[src/rtl/reverb_pkg.sv]
// Shared constants and types for the stereo reverb sequencer.
package reverb_pkg;

    localparam int SAMPLE_WIDTH     = 10;
    localparam int SINGLE_ADC_WIDTH = 16;
    localparam int SINGLE_DAC_WIDTH = 19;
    localparam int ADC_DATA_WIDTH   = 2 * SINGLE_ADC_WIDTH;
    localparam int DAC_DATA_WIDTH   = 2 * SINGLE_DAC_WIDTH;

    localparam logic [SAMPLE_WIDTH-1:0] DEFAULT_DELAY = SAMPLE_WIDTH'(256);

    // Longest a WAIT state may last before the core is declared hung.
    localparam int TIMEOUT_CYCLES = 1023;
    localparam int WDOG_WIDTH     = $clog2(TIMEOUT_CYCLES + 1);

    typedef enum logic [2:0] {
        ST_IDLE    = 3'd0,
        ST_START_L = 3'd1,
        ST_WAIT_L  = 3'd2,
        ST_START_R = 3'd3,
        ST_WAIT_R  = 3'd4,
        ST_EMIT    = 3'd5
    } seq_state_t;

    // True in the states where a sequence is in flight and a new sample must be dropped.
    function automatic logic in_sequence(input seq_state_t s);
        return (s == ST_START_L) || (s == ST_WAIT_L) ||
               (s == ST_START_R) || (s == ST_WAIT_R);
    endfunction

endpackage

[src/rtl/reverb_wdog.sv]
// Watchdog counter: cleared when a core run starts, counts while waiting,
// and flags expiry once the count reaches the limit.
module reverb_wdog
    import reverb_pkg::*;
#(
    parameter int WIDTH = WDOG_WIDTH,
    parameter int LIMIT = TIMEOUT_CYCLES
) (
    input  logic clk,
    input  logic rst,
    input  logic clr,
    input  logic en,
    output logic expired
);

    localparam logic [WIDTH-1:0] LIMIT_V = WIDTH'(LIMIT);

    logic [WIDTH-1:0] count;

    // Count waiting cycles; hold at the limit so expiry stays asserted.
    always_ff @(posedge clk) begin
        if (rst) begin
            count <= '0;
        end else if (clr) begin
            count <= '0;
        end else if (en && !expired) begin
            count <= count + 1'b1;
        end
    end

    assign expired = (count == LIMIT_V);

endmodule

[src/rtl/reverb_seq.sv]
// Time-multiplexes one mono reverb core across both halves of a stereo sample.
//
// Handshake: there is no back-pressure anywhere. sample_valid and out_valid are
// single-cycle strobes qualified by ce. The core is driven with a one-cycle
// core_start pulse and answers with a one-cycle core_done pulse; core_out is
// only meaningful while core_done is high. A core that never answers is cut
// off by the watchdog and its result replaced by zero.
module reverb_seq
    import reverb_pkg::*;
(
    input  logic                        clk,
    input  logic                        rst,
    input  logic                        ce,
    input  logic                        sample_valid,
    input  logic [ADC_DATA_WIDTH-1:0]   sample_in,
    input  logic [SAMPLE_WIDTH-1:0]     delay_cfg,
    input  logic                        delay_cfg_we,
    output logic                        core_start,
    output logic [SINGLE_ADC_WIDTH-1:0] core_data,
    output logic [SAMPLE_WIDTH-1:0]     core_delay,
    input  logic                        core_done,
    input  logic [SINGLE_DAC_WIDTH-1:0] core_out,
    output logic                        out_valid,
    output logic [DAC_DATA_WIDTH-1:0]   out_data,
    output logic                        busy,
    output logic                        overrun,
    output logic                        timeout_err
);

    seq_state_t state;
    seq_state_t state_next;

    logic [ADC_DATA_WIDTH-1:0]   sample_q;
    logic [SAMPLE_WIDTH-1:0]     delay_active;
    logic [SAMPLE_WIDTH-1:0]     delay_pending;
    logic [SINGLE_DAC_WIDTH-1:0] left_result;

    logic wdog_clr;
    logic wdog_en;
    logic wdog_expired;
    logic accept;
    logic right_phase;

    // A new sample is only taken when no sequence is in flight.
    assign accept = sample_valid && ((state == ST_IDLE) || (state == ST_EMIT));

    // One watchdog shared by both channels: restarted in each START state.
    assign wdog_clr = ce && ((state == ST_START_L) || (state == ST_START_R));
    assign wdog_en  = ce && ((state == ST_WAIT_L) || (state == ST_WAIT_R));

    reverb_wdog #(
        .WIDTH(WDOG_WIDTH),
        .LIMIT(TIMEOUT_CYCLES)
    ) u_wdog (
        .clk     (clk),
        .rst     (rst),
        .clr     (wdog_clr),
        .en      (wdog_en),
        .expired (wdog_expired)
    );

    // State register; ce low freezes the sequence in place.
    always_ff @(posedge clk) begin
        if (rst) begin
            state <= ST_IDLE;
        end else if (ce) begin
            state <= state_next;
        end
    end

    // Next-state logic; a done pulse wins over a simultaneous watchdog expiry.
    always_comb begin
        state_next = state;
        case (state)
            ST_IDLE:    if (sample_valid) state_next = ST_START_L;
            ST_START_L: state_next = ST_WAIT_L;
            ST_WAIT_L:  if (core_done || wdog_expired) state_next = ST_START_R;
            ST_START_R: state_next = ST_WAIT_R;
            ST_WAIT_R:  if (core_done || wdog_expired) state_next = ST_EMIT;
            ST_EMIT:    state_next = sample_valid ? ST_START_L : ST_IDLE;
            default:    state_next = ST_IDLE;
        endcase
    end

    // Datapath: sample latch, delay registers, channel results and sticky flags.
    always_ff @(posedge clk) begin
        if (rst) begin
            sample_q      <= '0;
            delay_active  <= DEFAULT_DELAY;
            delay_pending <= DEFAULT_DELAY;
            left_result   <= '0;
            out_data      <= '0;
            overrun       <= 1'b0;
            timeout_err   <= 1'b0;
        end else if (ce) begin
            if (delay_cfg_we) begin
                delay_pending <= delay_cfg;
            end
            // Active takes the pending value as it stood before this edge, so a
            // write coinciding with an accepted sample lands on the next one.
            if (accept) begin
                sample_q     <= sample_in;
                delay_active <= delay_pending;
            end
            if (sample_valid && in_sequence(state)) begin
                overrun <= 1'b1;
            end
            if (state == ST_WAIT_L) begin
                if (core_done) begin
                    left_result <= core_out;
                end else if (wdog_expired) begin
                    left_result <= '0;
                    timeout_err <= 1'b1;
                end
            end
            if (state == ST_WAIT_R) begin
                if (core_done) begin
                    out_data <= {left_result, core_out};
                end else if (wdog_expired) begin
                    out_data    <= {left_result, {SINGLE_DAC_WIDTH{1'b0}}};
                    timeout_err <= 1'b1;
                end
            end
        end
    end

    // Core sees the left half until the right-hand run begins.
    assign right_phase = (state == ST_START_R) || (state == ST_WAIT_R) || (state == ST_EMIT);
    assign core_data   = right_phase ? sample_q[SINGLE_ADC_WIDTH-1:0]
                                     : sample_q[ADC_DATA_WIDTH-1:SINGLE_ADC_WIDTH];

    assign core_delay = delay_active;
    assign core_start = ce && ((state == ST_START_L) || (state == ST_START_R));
    assign out_valid  = ce && (state == ST_EMIT);
    assign busy       = (state != ST_IDLE);

endmodule

[config.mk]
export PLATFORM = sky130hd
export DESIGN_NAME = reverb_seq
export DESIGN_NICKNAME = d
export VERILOG_FILES = /design/src/rtl/reverb_pkg.sv /design/src/rtl/reverb_wdog.sv /design/src/rtl/reverb_seq.sv
export SDC_FILE = /design/constraint.sdc
export NUM_CORES = 1
export LEC_CHECK = 0
export CELL_PAD_IN_SITES_DETAIL_PLACEMENT = 0
export CELL_PAD_IN_SITES_GLOBAL_PLACEMENT = 1
export CORE_MARGIN = 4
export CORE_UTILIZATION = 30
export CTS_BUF_LIST = sky130_fd_sc_hd__clkbuf_8 sky130_fd_sc_hd__clkbuf_16
export DETAILED_ROUTE_END_ITERATION = 6
export PLACE_DENSITY_LB_ADDON = 0.3
export SLEW_MARGIN = 20
export SYNTH_ARGS = -nofsm -noshare
export SYNTH_HDL_FRONTEND = slang
export SYNTH_SLANG_ARGS = --single-unit
[constraint.sdc]
create_clock -name clk -period 4.6 [get_ports clk]
set_input_delay 1.15 -clock clk [delete_from_list [all_inputs] [get_ports clk]]
set_output_delay 1.15 -clock clk [all_outputs]
set_load 0.005 [all_outputs]
==> results by group <==
Synthesis
  – Syn Nets: 623
  – Area contributors post-synth: dfxtp_1 (48%), mux2i_1 (11%), nand2_1 (7.8%), nand2b_1 (7.1%), a21oi_1 (5.9%)
  – Synth area leader: dfxtp_1
  – Number of library cell types mapped by synthesis: 41
  – Post-Syn Area: 5131 µm²
  – Post-Syn Instances: 555
  – #FFs+latches synth: 124
  – Synthesized area per cell: 9.245 µm²
  – Sequential area share after synthesis: 48.38%
  – Share of the synthesized area in the top cell type: 48.38%
  – Asr flop ratio synth: 0%
  – Post-synth EDFFs: 0
  – Post-synth top flop: dfxtp_1
  – Yosys Warn Count: 0

Flow run
  – Max Cap Viol: 0

STA
  – Fin crit share: 81.98%
  – Unrepaired setup endpoints after global routing: false
  – Final hold vios: 0
  – Setup Viol. Count Final: 0
  – Worst-Margin Slew: 0.9525 ns
  – Worst slew margin: 36.47%
  – Fmax: 265.2 MHz
  – Final Max Slew Viols: 0
  – Worst Clk Skew: 0.005870 ns
  – Final TNS setup: 0 ns
  – Final Critical Period: 3.771 ns

Place
  – IO Port Bufs: 135
  – Final Wtd Congestion: 0.7668
  – Hpwl dp: 8.502 mm

Critical path
  – CP Max Fanout: 11
  – Number of cells on the worst reg-to-reg path: 6
  – FF-to-FF Start: u_wdog.count[0]
  – CP startpoint kind: input pin
  – Data arrival time of the worst path: 2.62 ns
  – Setup crit end kind: output pin
  – Terminus of the critical flop-to-flop path: out_data[5]
  – Crit path kind: input pin to output pin
  – Reg2reg setup slack: 1.73 ns
  – Crit path launch: ce
  – Critical path data required time: 3.45 ns

Global routing
  – First-pass GRT wire length: 20.98 mm
  – Gr usage total: 13.26%
  – Vias in the first global route: 4,180
  – Pin count of the biggest net entering global routing: 137
  – Initial antenna violation count: 1
  – GRT overflow: 0

Cells and area
  – Area Growth Syn to Fin: 41.48%
  – Commonest non-fill, non-tap cells in the layout: clkdlybuf4s50_1 (134), dfxtp_1 (124), nand2_1 (106)
  – Number of nets in the layout: 742
  – Antenna Diode Count: 0
  – Commonest non-fill, non-tap cell in the layout: clkdlybuf4s50_1
  – Share of cells above drive strength 1: 8.151%

Route
  – DR DRC count: 0
  – Per-cell routed wire length: 14.18 µm
  – Via/cell ratio: 4.625
  – Drt pass-1 iters: 4
  – 1st-iter DRT viols: 168
  – Antenna-violating nets left: 0
  – Via count: 4,195
  – Final wirelength: 12.86 mm

Floorplan
  – Std cell rows: 47
  – Die Y: 138.8 µm
  – Top-level port count: 136
  – Area of the die: 19,260 µm²
  – Core footprint: 16,700 µm²
  – Initial Util: 30.72%
  – Die W: 138.8 µm

Clock tree
  – H-tree Lvls: 4
  – Clock transition at the registers of the reported paths: 0.05 ns
  – Post-CTS setup buffer count: 0
  – Clock Tree Buf Depth: 2
  – CTS buffer count: 17
  – CTS Root Cell: clkbuf_16
  – CTS tree: yes
  – Clk sink count: 124
  – Cts hold-fix bufs: 0
  – Clock latency on the worst-skew pair: 0.40 ns
  – Post-CTS sizing: 0

Worst hold path
  – Worst Hold Depth: 2
  – HP Class: flop to flop
  – Hold EP: core_delay[3]
  – Hold Path Origin: delay_pending[3]

Pwr
  – Power Total: 2.731 mW
  – Leak: 2.895 nW
  – VDD IR max: 0.2422 mV
  – Pwr dens: 376.2 nW/µm²

Status
  – Status: complete, no violations
[Yosys cell counts (2+ instances only)]
master	number
buf_6	4
dfxtp_1	124
or3_1	2
xnor2_1	2
nand2b_1	58
o21ai_0	6
and3_1	3
nand3b_1	21
or4_1	6
inv_1	4
nand2_1	106
mux2i_1	57
mux2_2	17
nand4_1	4
nor2b_1	2
a21oi_1	60
and4_1	2
o41ai_1	2
nand3_1	6
buf_4	2
o31ai_1	6
buf_2	10
nor2_1	8
clkbuf_1	26
[how the worst max path moves through the flow]
| stage | endpoint | depth (start not counted) |
|---|---|---|
| final | core_start | 4 |
| after global routing | core_data[2] | 4 |
| after CTS | core_data[2] | 4 |
| after detailed placement | core_start | 4 |
| after global placement | core_start | 4 |
| after floorplan | out_valid | 2 |
[stage by stage]
stage / util (%) / instance area [µm²] / setup WS [ns] / std cells / hold slack [ns]
CTS: 43.44 / 7256 / 0.8003 / 907 / 0.4514
finish: 43.47 / 7259 / 0.8289 / 907 / 0.4445
global route: 43.47 / 7259 / 0.6056 / 907 / 0.4732
detailed placement: 39.61 / 6615 / 0.8325 / 875 / 0.4431
global placement: 39.61 / 6615 / 0.8316 / 875 / 0.4369
floorplan: - / 5131 / 1.858 / 555 / 0.4321
[layout make-up]
type / instances / area, µm²
clock buffer: 22 / 494.2
clock inverter: 10 / 146.4
fill: 1646 / 9442
inverter: 4 / 15.01
multi-input combinational: 385 / 2441
sequential: 124 / 2482
tap: 220 / 275.3
timing repair buffer: 142 / 1405
[report_power, final]
part           total (mW)  leakage [nW]  internal (mW)  switching (mW)
registers            1.11          1.00           1.10          0.0145
logic               0.195          1.56          0.110          0.0858
clock network        1.42         0.329          0.969           0.454
total                2.73          2.89           2.18           0.554
[metal layers]
layer  track usage (%)  part of all wire (%)
met3             6.414                   8.6
met2             19.30                    42
met4             4.943                   1.3
met1             17.03                    48
met5                 0                  0.10
[registers in the layout, indices dropped and copies added, names as in the netlist]
| signal | count |
|---|---|
| core_delay | 10 |
| sample_q | 32 |
| out_data | 38 |
| u_wdog.count | 10 |
| overrun | 1 |
| timeout_err | 1 |
| state | 3 |
| left_result | 19 |
| delay_pending | 10 |
[worst max-delay path: stages]
cell and delay (ns):
clkdlybuf4s50_1 0.52, buf_4 0.18, and3b_1 0.24, clkdlybuf4s50_1 0.53
[cell families after synthesis]
kind of cell | count (synthesis) | synth area share (%)
flops | 124 | 48.38
simple gates | 226 | 22.80
xor+xnor | 2 | 0.3414
buf+inv | 46 | 4.340
mux | 74 | 14.85
compound gates | 82 | 9.047
fa+ha+maj | 1 | 0.2438
No activity file was read; power rests on OpenSTA's default activity.
